--- src/rtl/sample_mux_packer_if.sv ---
// Sample-source and byte-stream bundle for the sample mux/packer.
// The master side drives source samples and out_ready; the packer is the slave.
interface sample_mux_packer_if #(
    parameter int WIDTH = 12,
    parameter int NSRC  = 2
) ();
    logic [NSRC-1:0]       in_valid;
    logic [NSRC*WIDTH-1:0] in_data;
    logic                  out_valid;
    logic [7:0]            out_data;
    logic                  out_ready;

    modport master (
        output in_valid,
        output in_data,
        output out_ready,
        input  out_valid,
        input  out_data
    );

    modport slave (
        input  in_valid,
        input  in_data,
        input  out_ready,
        output out_valid,
        output out_data
    );
endinterface

--- src/rtl/sample_mux_packer.sv ---
// Sample source select plus WIDTH-to-8 LSB-first packer with backpressure,
// drop accounting and a zero-padded flush when the stream is stopped.
module sample_mux_packer #(
    parameter int WIDTH  = 12,
    parameter int NSRC   = 2,
    parameter int MODE_W = 2,
    parameter int CNT_W  = 16
) (
    input  logic                clk,
    input  logic                nreset,
    input  logic                enable,
    input  logic [MODE_W-1:0]   mode,
    input  logic                clr,
    sample_mux_packer_if.slave  bus,
    output logic                busy,
    output logic                overflow,
    output logic [CNT_W-1:0]    drop_count
);
    localparam int ACC_W  = 2*WIDTH + 7;
    localparam int FILL_W = $clog2(ACC_W + 1);

    typedef enum logic [1:0] {IDLE, RUN, DRAIN} state_t;

    state_t             state;
    logic [MODE_W-1:0]  sel;
    logic [ACC_W-1:0]   acc;
    logic [FILL_W-1:0]  fill;
    logic               out_valid_q;
    logic [7:0]         out_data_q;

    logic               mode_ok;
    logic               cand_valid;
    logic [WIDTH-1:0]   cand_data;
    logic               loadable;
    logic               emit_full;
    logic               emit_part;
    logic               emit;
    logic [FILL_W-1:0]  fill_base;
    logic [ACC_W-1:0]   acc_base;
    logic               fits;
    logic               take;
    logic               accept;
    logic               drop;
    logic [ACC_W-1:0]   acc_next;
    logic [FILL_W-1:0]  fill_next;

    assign bus.out_valid = out_valid_q;
    assign bus.out_data  = out_data_q;
    assign busy          = (state != IDLE);
    assign mode_ok       = ({{(32-MODE_W){1'b0}}, mode} < 32'(NSRC));

    // Pick the selected source's strobe and data without a variable-width index
    always_comb begin
        cand_valid = 1'b0;
        cand_data  = '0;
        for (int k = 0; k < NSRC; k++) begin
            if (sel == MODE_W'(k)) begin
                cand_valid = bus.in_valid[k];
                cand_data  = bus.in_data[k*WIDTH +: WIDTH];
            end
        end
    end

    // Emit/accept decisions; bits above fill are always zero, so acc[7:0]
    // is already the zero-padded byte in the partial drain case
    always_comb begin
        loadable  = !out_valid_q || bus.out_ready;
        emit_full = loadable && (state != IDLE) && (fill >= FILL_W'(8));
        emit_part = loadable && (state == DRAIN) && (fill != '0) && (fill < FILL_W'(8));
        emit      = emit_full || emit_part;
        fill_base = emit_part ? '0 : (emit_full ? fill - FILL_W'(8) : fill);
        acc_base  = emit_part ? '0 : (emit_full ? (acc >> 8) : acc);
        fits      = (int'(fill_base) + WIDTH) <= ACC_W;
        take      = (state == RUN) && cand_valid;
        accept    = take && fits;
        drop      = take && !fits;
        acc_next  = accept ? (acc_base | (ACC_W'(cand_data) << fill_base)) : acc_base;
        fill_next = accept ? (fill_base + FILL_W'(WIDTH)) : fill_base;
    end

    // Accumulator and output byte register with valid/ready hold
    always_ff @(posedge clk or negedge nreset) begin
        if (!nreset) begin
            acc         <= '0;
            fill        <= '0;
            out_valid_q <= 1'b0;
            out_data_q  <= '0;
        end else begin
            acc  <= acc_next;
            fill <= fill_next;
            if (emit) begin
                out_valid_q <= 1'b1;
                out_data_q  <= acc[7:0];
            end else if (out_valid_q && bus.out_ready) begin
                out_valid_q <= 1'b0;
            end
        end
    end

    // Stream control: latch the source on start, drain on stop or source change
    always_ff @(posedge clk or negedge nreset) begin
        if (!nreset) begin
            state <= IDLE;
            sel   <= '0;
        end else begin
            case (state)
                IDLE: begin
                    if (enable && mode_ok) begin
                        state <= RUN;
                        sel   <= mode;
                    end
                end
                RUN: begin
                    if (!enable || (mode != sel)) state <= DRAIN;
                end
                DRAIN: begin
                    if (fill == '0) state <= IDLE;
                end
                default: state <= IDLE;
            endcase
        end
    end

    // Sticky overflow and saturating drop counter; a drop beats a same-cycle clear
    always_ff @(posedge clk or negedge nreset) begin
        if (!nreset) begin
            overflow   <= 1'b0;
            drop_count <= '0;
        end else if (drop) begin
            overflow <= 1'b1;
            if (clr)                   drop_count <= CNT_W'(1);
            else if (drop_count != '1) drop_count <= drop_count + CNT_W'(1);
        end else if (clr) begin
            overflow   <= 1'b0;
            drop_count <= '0;
        end
    end
endmodule

--- src/flat_wrapper.sv ---
// flat-port wrapper written by rule: the top's interface ports become plain ports
module sample_mux_packer_flat 
#(
    parameter int WIDTH  = 12,
    parameter int NSRC   = 2,
    parameter int MODE_W = 2,
    parameter int CNT_W  = 16
)
  (clk, nreset, enable, mode, clr, busy, overflow, drop_count, bus_in_valid, bus_in_data, bus_out_ready, bus_out_valid, bus_out_data);
  sample_mux_packer_if #(.WIDTH(WIDTH), .NSRC(NSRC)) bus_i ();
  input  logic clk;
  input  logic nreset;
  input  logic enable;
  input  logic [MODE_W-1:0] mode;
  input  logic clr;
  output logic busy;
  output logic overflow;
  output logic [CNT_W-1:0] drop_count;
  input wire logic [$bits(bus_i.in_valid)-1:0] bus_in_valid;
  input wire logic [$bits(bus_i.in_data)-1:0] bus_in_data;
  input wire logic [$bits(bus_i.out_ready)-1:0] bus_out_ready;
  output wire logic [$bits(bus_i.out_valid)-1:0] bus_out_valid;
  output wire logic [$bits(bus_i.out_data)-1:0] bus_out_data;
  assign bus_i.in_valid = bus_in_valid;
  assign bus_i.in_data = bus_in_data;
  assign bus_i.out_ready = bus_out_ready;
  assign bus_out_valid = bus_i.out_valid;
  assign bus_out_data = bus_i.out_data;
  sample_mux_packer #(.WIDTH(WIDTH), .NSRC(NSRC), .MODE_W(MODE_W), .CNT_W(CNT_W)) u_core (.clk(clk), .nreset(nreset), .enable(enable), .mode(mode), .clr(clr), .bus(bus_i), .busy(busy), .overflow(overflow), .drop_count(drop_count));
endmodule
--- config.mk ---
export PLATFORM = sky130hd
export DESIGN_NAME = sample_mux_packer_flat
export DESIGN_NICKNAME = d
export VERILOG_FILES = /design/src/rtl/sample_mux_packer_if.sv /design/src/rtl/sample_mux_packer.sv /design/src/flat_wrapper.sv
export SDC_FILE = /design/constraint.sdc
export NUM_CORES = 1
export LEC_CHECK = 0
export ABC_AREA = 1
export CORE_MARGIN = 10
export CORE_UTILIZATION = 50
export DETAILED_ROUTE_END_ITERATION = 16
export PLACE_DENSITY_LB_ADDON = 0.1
export SETUP_SLACK_MARGIN = 0.1
export SYNTH_ARGS = -nofsm -noshare
export SYNTH_HDL_FRONTEND = slang
export SYNTH_SLANG_ARGS = --single-unit
--- constraint.sdc ---
create_clock -name clk -period 1.82 [get_ports clk]
set_input_delay 0.455 -clock clk [delete_from_list [all_inputs] [get_ports clk]]
set_output_delay 0.455 -clock clk [all_outputs]
set_load 0.1 [all_outputs]
Yosys cells after proc, flatten, opt, wreduce, memory -nomap -nowiden --
Cells that the tools add are included.
Storage, ports and cells: logic and storage cells 75, output and inout bits 27, bits of input ports 33, register bits after elaboration 66
Cells by class: order comparisons 4, add/subtract/negate cells 4, shift operators 1, reductions and logical operators 27, equality and inequality tests 8, bitwise logic cells 1, multiplexer cells 22
Operators by type and width (number):
- 31-bit two-way mux | 3
- 16-bit two-way mux | 4
- 32-bit by 6-bit less-or-equal comparator with 1-bit output (second input constant) | 1
- 31-bit OR | 1
- 12-bit by 5-bit << shifter with 31-bit output | 1
- 12-bit two-way mux | 2
- 16-bit by 1-bit adder with 16-bit output (second input constant) | 1
- 16-bit != test (second input constant) | 1
- 5-bit two-way mux | 3
- 1-bit logical AND | 10
- 2-bit nonzero test | 4
- 5-bit by 4-bit adder with 6-bit output (second input constant) | 1
- 1-bit two-way mux | 6
- 2-bit two-way mux | 3
- 2-bit case mux with 3 select lines | 1
- 5-bit by 4-bit adder with 5-bit output (second input constant) | 1
- 5-bit by 4-bit greater-or-equal comparator with 1-bit output (second input constant) | 1
- 5-bit zero test | 1
- 5-bit by 4-bit less-than comparator with 1-bit output (second input constant) | 1
- 5-bit nonzero test | 1
- 5-bit by 4-bit subtractor with 5-bit output (second input constant) | 1
- 2-bit by 1-bit == test with 1-bit output (second input constant) | 2
- 2-bit zero test | 2
- 2-bit != test (second input constant) | 2
- 8 further kinds | 13

Logic depth before layout (Yosys ltp) --
Gate-level depths: netlist (run 1).
word-level depth 12, mapped depth 15

Least setup slack after synthesis (run 1) --
Ideal clock, no wire load.
path kind register to register, from register u_core.drop_count[0], to register u_core.drop_count[7], library setup time 0.069 ns, buffers on the path 1, stages on the path, launching flop included 13, slack -0.861 ns, data arrival time 2.611 ns, clock period less this slack 2.681 ns, data required time 1.751 ns, cell sequence dfrtp_1 > ha_1 > nand2_1 > nor2_2 > nand3_2 > nor2_2 > nand4_2 > nor2_2 > nand3_2 > nand2_4 > buf_6 > nand3_1 > nand2_1
On the way: longest elaborated chain between the ends 4
RTL lines:
- start: declaration | line sample_mux_packer.sv:17 | output logic [CNT_W-1:0] drop_count
- start signal: assignment | line sample_mux_packer.sv:132 | else if (drop_count != '1) drop_count <= drop_count + CNT_W'(1);
- 16-bit by 1-bit adder with 16-bit output | line sample_mux_packer.sv:132
- 16-bit two-way mux | line sample_mux_packer.sv:132
- 16-bit two-way mux | line sample_mux_packer.sv:131 | if (clr) drop_count <= CNT_W'(1);
- 16-bit two-way mux | line sample_mux_packer.sv:129 | end else if (drop) begin
Parallel ways exist; a longest one is shown, timed or not. The select of a mux whose other input is x is not followed. A chain may end at the register's enable or synchronous reset.

Worst setup path after layout (run 1) --
from register u_core.fill[3], to register u_core.acc[8]
On the way: longest elaborated chain between the ends 8
RTL lines:
- start: declaration | line sample_mux_packer.sv:27 | logic [FILL_W-1:0] fill;
- start signal: assignment | line sample_mux_packer.sv:90 | fill <= fill_next;
- 5-bit by 4-bit greater-or-equal comparator with 1-bit output / 5-bit nonzero test (equally long branches) | line sample_mux_packer.sv:68, sample_mux_packer.sv:69
- 1-bit logical AND (on tied branches) | line sample_mux_packer.sv:68, sample_mux_packer.sv:69
- 5-bit two-way mux / 1-bit logical AND (equally long branches) | line sample_mux_packer.sv:71, sample_mux_packer.sv:69
- 5-bit two-way mux | line sample_mux_packer.sv:71 | fill_base = emit_part ? '0 : (emit_full ? fill - FILL_W'(8) : fill);
- 5-bit by 4-bit adder with 6-bit output | line sample_mux_packer.sv:73 | fits = (int'(fill_base) + WIDTH) <= ACC_W;
- 32-bit by 6-bit less-or-equal comparator with 1-bit output | line sample_mux_packer.sv:73
- 1-bit logical AND | line sample_mux_packer.sv:75 | accept = take && fits;
- 31-bit two-way mux * | line sample_mux_packer.sv:77 | acc_next = accept ? (acc_base | (ACC_W'(cand_data) << fill_base)) : acc_base;
- named net u_core.acc_next[8] | line sample_mux_packer.sv:44 | logic [ACC_W-1:0] acc_next;
- end signal: assignment | line sample_mux_packer.sv:89 | acc <= acc_next;
- end: declaration | line sample_mux_packer.sv:26 | logic [ACC_W-1:0] acc;
The timed path passes the listed nets; every way through them passes the cells marked *.

==> results by group, run 1 <==
Worst setup path
  – R2r setup slk: -0.29 ns
  – Worst path arrival time: 2.41 ns
  – Critical path class: register to register
  – Critical path endpoint category: register
  – Required @ worst endpoint: 2.11 ns
  – Worst r2r dst: u_core.acc[8]$_DFF_PN0_
  – CP Max Fanout: 6
  – R2r startpoint: u_core.fill[3]$_DFF_PN0_
  – Reg2Reg Depth: 14
  – Startpoint types: register

Floorplanning
  – Die Wd: 114 µm
  – Core area: 0.00868 mm²
  – Die Area: 0.0130 mm²
  – IO Count: 60
  – Cell row count: 34
  – Die Ht: 114 µm
  – Initial Util: 0.510

Final layout
  – Most frequent cells in the layout: 161 x nand2_1, 66 x nand3_1, 64 x buf_4
  – Layout cell share with drive strength beyond 1: 0.408
  – # diodes: 0
  – Register Area: 0.00167 mm²
  – Most common cell after layout, fill and taps aside: nand2_1
  – NumNets Final: 818
  – Filler instances: 519
  – Fin cells: around 900
  – Multi-input gate area: 0.00313 mm²
  – Layout area overhead: 63.4%

GRT
  – Met2 Use GR: 0.391
  – Busiest grt layer: met2
  – GR met3 Demand/Resource: 0.0529
  – Largest net degree at the start of global routing: 55
  – M1 GR Usage: 0.278
  – Vias in the first global route: between 5000 and 6000
  – Global-route wire length before repair: 24700 µm
  – Overall global routing resource usage: 0.230
  – Grt ovf: 0
  – Initial antenna violation count: 0

Timing
  – Fmax: ~0.47 GHz
  – Setup ws final: -0.295 ns
  – Final min period: 2.11 ns
  – Final period utilization: 1.16
  – Worst-Margin Slew: just over 0.5 ns
  – Setup Viol. Count Final: a little under 60
  – Pins over their slew limit: 0
  – Unrepaired setup endpoints after global routing: yes
  – Slew headroom: 0.657
  – Layout Skew: 0.00731 ns
  – Final Hold Vio Count: 0

CTS
  – TritonCTS clock tree: built
  – CTS Root Cell: clkbuf_8
  – H-tree level count: 3
  – CTS Buf Count: 9
  – Number of clock sinks: 66
  – Clock Path Buffers: 2
  – Worst-Skew Late Latency: approximately 0.36 ns
  – Clock Pin Slew Worst Setup and Hold Paths: 0.08 ns

Hold path
  – WHS Path Cells: 3
  – HP Class: input port to register
  – Hold endpoint: u_core.bus.out_valid$_DFFE_PN0P_
  – Min-Delay Startpoint: bus_out_ready

Drt
  – DR WL/cell: 18.3 µm
  – DR vias: 5153
  – Final wirelength: approximately 16000 µm
  – Detailed Route Iter0 Violations: 436
  – Routed Antenna Nets: 0
  – Vias per Instance: 5.76
  – Pre-Repair DR Iteration Count: 5
  – Residual DRC count: 0

Yosys
  – Adder-cell area share of the yosys netlist: 0.00848
  – Mux share of post-synthesis cell area: 0
  – Synthesized flop and latch total: 66
  – Mapped Nets: 683
  – Distinct cells, synth: 39
  – Cells after synthesis: around 650
  – Post-synthesis sequential area ratio: 0.373
  – Largest family of logic cells by synthesized area: simple AND/OR/NAND/NOR gates
  – Yosys warns: 0
  – Simple-gate share of the synthesized area: 0.417
  – Post-synthesis compound-gate area fraction: 0.0961
  – Post-synthesis average cell area: 6.84 µm²
  – Post-Synth XOR/XNOR Area: 0.0139
  – Post-Syn Area: 0.00443 mm²

Flow run
  – Max_cap viols: 0

Run status
  – Failing checks: negative setup slack
  – Status: finished with violations

Placed design
  – Post-place setup slack: -0.685 ns
  – Buffers on Ports: 59
  – DP Wirelength: 10700 µm
  – Placed Cells: 859
  – Final Wtd Congestion: 0.938

Power and ir drop
  – Worst VDD drop: roughly 0.0018 V
  – Pwr Density: 1600 mW/mm²
  – P_leak: 3.42 nW
-- area by class of cell --
cell class / instances / area share
inverter: 64 / 0.0398
sequential: 66 / 0.231
timing repair inverter: 1 / 0.00156
timing repair buffer: 150 / 0.248
clock inverter: 7 / 0.0107
multi-input combinational: 490 / 0.433
clock buffer: 9 / 0.0171
tap: 108 / 0.0187
-- per-stage QoR --
stage	hold slack, ns	setup TNS [ns]	total power [mW]	area (µm²)	util
4_1_cts	0.474	-3.84	10.5	6700	0.772
6_report	0.411	-10.06	11.6	7230	0.833
5_1_grt	0.439	-13.65	12.3	7230	0.833
2_1_floorplan	0.159	-6.37	6.53	4790	-
3_5_place_dp	0.381	-29.32	8.76	6140	0.708
3_3_place_gp	0.372	-27.03	8.60	6140	0.708
-- metal layers --
metal | part of all wire | vias to the layer above
met5 | 0 | -
met1 | 0.38 | 2488
met4 | 0.032 | 0
met3 | 0.073 | 47
met2 | 0.51 | 223
li1 | - | 2395
-- report_power, final --
group / switching (mW) / leakage (nW) / internal, mW
registers: 0.396 / 0.824 / 1.97
clock network: 0.664 / 0.105 / 0.647
logic: 4.81 / 2.49 / 3.06
total: 5.87 / 3.42 / 5.68
-- state kept, by name, summed over array words and instances, names as in the netlist --
register / flops
u_core.acc: 31
u_core.drop_count: 16
u_core.bus.out_data: 8
u_core.fill: 5
u_core.sel: 2
u_core.state: 2
u_core.bus.out_valid: 1
u_core.overflow: 1
-- worst max-delay path by stage --
stage                                           startpoint                          endpoint  slack [ns]  cells past startpoint
after floorplan           u_core.drop_count[0]$_DFFE_PN0P_  u_core.drop_count[7]$_DFFE_PN0P_       -0.35                     12
after global placement                       bus_out_ready           u_core.acc[9]$_DFF_PN0_       -0.64                     12
after detailed placement                     bus_out_ready           u_core.acc[9]$_DFF_PN0_       -0.69                     12
after CTS                         u_core.fill[3]$_DFF_PN0_          u_core.acc[28]$_DFF_PN0_       -0.12                     15
after global routing              u_core.fill[3]$_DFF_PN0_           u_core.acc[8]$_DFF_PN0_       -0.37                     14
final                             u_core.fill[3]$_DFF_PN0_           u_core.acc[8]$_DFF_PN0_       -0.29                     14
-- critical path: stages (launching register included) --
cell     delay (ns)
dfrtp_1        0.42
inv_2          0.12
ha_4           0.15
inv_2          0.04
a21oi_4        0.14
nand3_4        0.12
buf_12         0.18
nand2_8        0.12
buf_6          0.14
nand3_1        0.10
nand3_1        0.15
nand2_1        0.08
nand2_1        0.10
nand3_1        0.09
nand2_1        0.09
-- logic make-up (layout without fill, tap and decap cells) --
kind of cell / count (synthesis) / in the layout
simple gates: 405 / 406
buf+inv: 92 / 231
xor+xnor: 7 / 7
fa+ha+maj: 3 / 3
compound gates: 74 / 74
flops: 66 / 66
-- cell usage after synthesis, drive strengths merged --
master  number  area share
xor2         5      0.0099
nand4        7       0.011
nand3b       1      0.0017
nor2        42       0.041
o21ai       42       0.047
nand3      124        0.15
o21a         1      0.0017
inv         63       0.054
o211ai       9       0.015
buf         22       0.031
ha           3      0.0085
clkbuf       6      0.0051
a22o         1      0.0020
clkinv       1      0.0011
xnor2        2      0.0040
a21oi        9       0.010
nand2      217        0.19
o21bai       4      0.0068
or2          4      0.0057
nor4         1      0.0014
dfrtp       66        0.37
nor3         9       0.011
o22ai        4      0.0057
a22oi        3      0.0051
a31o         1      0.0020
-- repair_timing --
item | CTS | global route
hold buffers | 1 | 0
buffers inserted | 3 | 10
gates cloned | 2 | 5
pin swaps | 12 | 16
setup endpoints to repair | 61 | 61
hold endpoints to repair | 9 | 0
gates resized for setup | 72 | 95
Note: power is estimated with default switching activity, not from simulation.
==> inputs of run 2 (changes only) <==
--- a/config.mk
+++ b/config.mk
@@ -6,9 +6,10 @@
 export NUM_CORES = 1
 export LEC_CHECK = 0
 export ABC_AREA = 1
-export CORE_MARGIN = 10
+export CAP_MARGIN = 20
 export CORE_UTILIZATION = 50
 export DETAILED_ROUTE_END_ITERATION = 16
+export HOLD_SLACK_MARGIN = 0.08
 export PLACE_DENSITY_LB_ADDON = 0.1
 export SETUP_SLACK_MARGIN = 0.1
 export SYNTH_ARGS = -nofsm -noshare
==> run 2 against run 1 <==
Against the previous run: the flow still finishes with violations (negative setup slack); global-route usage is 13 points higher; die area shrank 29%; setup slack got worse by 0.13 ns; clock skew is 0.0060 ns higher; highest routed layer unchanged; hold slack improved by 0.070 ns; first-iteration DRC count is 0.69% lower; final area up 4.4%; sequential power is essentially flat.
==> results by group, run 2 (synthesized netlist as in run 1, its figures left out) <==
Timing
  – Final period utilization: 1.23 (+0.0701)
  – Post-route setup TNS: -14.32 ns (-4.26 ns)
  – Unrepaired setup endpoints after global routing: yes
  – Setup ws final: -0.422 ns (-0.127 ns)
  – Final Hold Vio Count: 0 (unchanged)
  – Final min period: 2.24 ns (+0.127 ns)
  – Layout Skew: 0.0134 ns (+0.00604 ns)
  – Pins over their slew limit: 0 (unchanged)
  – Fmax: 0.446 GHz (-5.7%)
  – Worst-Margin Slew: 0.571 ns (+0.0618 ns)
  – Setup Viol. Count Final: 60 (+3.4%)
  – Slew headroom: 0.615 (-0.0416)

Drt
  – Routed Antenna Nets: 0 (unchanged)
  – Residual DRC count: 0 (unchanged)
  – Final wirelength: 17800 µm (+8.7%)
  – DR WL/cell: 19.8 µm (+8.0%)
  – Detailed Route Iter0 Violations: 433 (-0.69%)
  – Pre-Repair DR Iteration Count: 5 (unchanged)
  – DR vias: 5598 (+8.6%)
  – Vias per Instance: 6.21 (+7.9%)

CTS
  – CTS Root Cell: clkbuf_8
  – Number of clock sinks: 66 (unchanged)
  – Clock Path Buffers: 2 (unchanged)
  – H-tree level count: 3 (unchanged)
  – Worst-Skew Late Latency: 0.36 ns (about the same)
  – TritonCTS clock tree: built
  – Clock Pin Slew Worst Setup and Hold Paths: 0.08 ns (about the same)
  – CTS Buf Count: 9 (unchanged)

Hold path
  – HP Class: register to register
  – WHS Path Cells: 2 (-1)

Worst setup path
  – CP max stage delay: 0.42 ns (about the same)
  – Required @ worst endpoint: 2.11 ns (about the same)
  – CP top delay family: simple AND/OR/NAND/NOR gates
  – Crit path cell chain: inv_2, ha_4, inv_2, a21oi_4, nand3_4, buf_12, nand2_4, nand2_1, nand3_1, nand2_1, nand2_1, nand2_1, nand2_2, nand3_1, nand2_1
  – Critical path class: register to register
  – Most frequent CP cell: nand2_1
  – Startpoint types: register
  – Reg2Reg Depth: 15 (+1)
  – Critical path's slowest cell: dfrtp_1
  – Stages on worst setup path: 15 (+1)
  – Worst path arrival time: 2.53 ns (+0.12 ns)
  – Worst Path Buf+Inv: 3 (-1)
  – R2r setup slk: -0.42 ns (-0.13 ns)
  – Critical path endpoint category: register
  – CP Max Fanout: 7 (+1)

Floorplanning
  – Cell row count: 33 (-2.9%)
  – Die Area: 0.00923 mm² (-29%)
  – Core area: 0.00838 mm² (-3.4%)
  – Initial Util: 0.528 (+0.0180)
  – Die Ht: 96.1 µm (-16%)
  – IO Count: 60 (unchanged)
  – Die Wd: 96.1 µm (-16%)

Final layout
  – Layout cell share with drive strength beyond 1: 0.464 (+0.0557)
  – Most common cell after layout, fill and taps aside: nand2_1
  – Largest register FFs: 31 (unchanged)
  – Layout area overhead: 70.6%
  – # diodes: 0 (unchanged)
  – Filler instances: 356 (-31%)
  – Design Area, Final: 0.00755 mm² (+4.4%)
  – Final core utilization: 0.901 (+0.0677)
  – NumNets Final: 827 (+1.1%)
  – Top reg by flops: u_core.acc
  – Most frequent cells in the layout: 145 x nand2_1, 69 x buf_4, 64 x nand3_2

Placed design
  – Buffers on Ports: 59 (unchanged)
  – DP Wirelength: 9950 µm (-6.8%)
  – Final Wtd Congestion: 0.943 (+0.52%)
  – Post-DP Area: 0.00624 mm² (+1.6%)

GRT
  – Initial antenna violation count: 0 (unchanged)
  – Vias in the first global route: 5262 (+4.2%)
  – Grt ovf: 0 (unchanged)
  – Overall global routing resource usage: 0.362 (+0.133)
  – Largest net degree at the start of global routing: 38 (-31%)
  – Global-route wire length before repair: 25400 µm (+2.7%)

Power and ir drop
  – Worst VDD drop: 0.00141 V (-21%)
  – P_leak: 3.52 nW (+2.9%)
  – Pwr Density: 1630 mW/mm² (+1.7%)

Run status
  – Failing checks: negative setup slack
  – Status: finished with violations

Flow run
  – Max_cap viols: 0 (unchanged)
## run 2: changes by cell type in the layout (fill, tap and decap cells not counted), sizes merged
cell	previous run	this run
inv	65	63
nand3	124	125
clkinv	6	3
clkbuf	13	11
buf	114	126
clkinvlp	0	2
dlygate4sd2	0	1
bufinv	1	2
dlymetal6s2s	1	0
## run 2: where the power goes
group / internal (mW) / leakage (nW) / total (mW) / switching [mW]
combinational: 3.30 / 2.58 / 8.50 / 5.20
clock: 0.805 / 0.109 / 1.43 / 0.622
sequential: 1.97 / 0.825 / 2.35 / 0.375
## run 2: layout make-up
cell class              count  area, µm²  share of cell area
multi-input cells         491       3410               0.452
repair buffers            158       1840               0.243
flip-flops and latches     66       1670               0.221
inverters                  64        274              0.0363
clock buffers              11        141              0.0187
well taps                 105        131              0.0174
clock inverters             5       77.6              0.0103
repair inverters            1       8.76             0.00116
## run 2: layer usage
layer,global-route usage,share of wire
met2,0.642,0.51
met5,0,0
met4,0.177,0.058
met1,0.419,0.36
met3,0.0640,0.067
## run 2: per-stage QoR
step	hold slack, ns	instances	setup slack [ns]	power [mW]
2_1_floorplan	0.159	647	-0.349	6.53
3_3_place_gp	0.350	866	-0.636	8.70
3_5_place_dp	0.353	866	-0.650	8.86
4_1_cts	0.480	897	-0.129	11.1
5_1_grt	0.506	901	-0.499	12.8
6_report	0.481	901	-0.422	12.3
## run 2: worst reg2reg max path: stages (launching register included)
cell and delay (ns):
dfrtp_1 0.42, inv_2 0.10, ha_4 0.15, inv_2 0.04, a21oi_4 0.15, nand3_4 0.14, buf_12 0.19, nand2_4 0.13
nand2_1 0.14, nand3_1 0.17, nand2_1 0.10, nand2_1 0.10, nand2_1 0.07, nand2_2 0.08, nand3_1 0.07, nand2_1 0.10
## run 2: path summary, 6_finish.rpt
path | startpoint | endpoint
max in group asynchronous | nreset | u_core.drop_count[0]$_DFFE_PN0P_
worst max register to register | u_core.fill[4]$_DFF_PN0_ | u_core.acc[11]$_DFF_PN0_
worst min-delay path | u_core.acc[5]$_DFF_PN0_ | u_core.bus.out_data[5]$_DFFE_PN0P_
worst max-delay path | u_core.fill[4]$_DFF_PN0_ | u_core.acc[11]$_DFF_PN0_
min in group asynchronous | nreset | u_core.drop_count[13]$_DFFE_PN0P_
worst min register to register | u_core.acc[5]$_DFF_PN0_ | u_core.bus.out_data[5]$_DFFE_PN0P_
## run 2: timing repair
action / CTS / global route
resized for setup: 122 / 100
gates cloned: 5 / 0
pin swaps: 38 / 41
endpoints found under the setup margin: 61 / 62
buffers inserted: 9 / 4
hold buffers: 1 / 0
hold endpoints to repair: 8 / 0
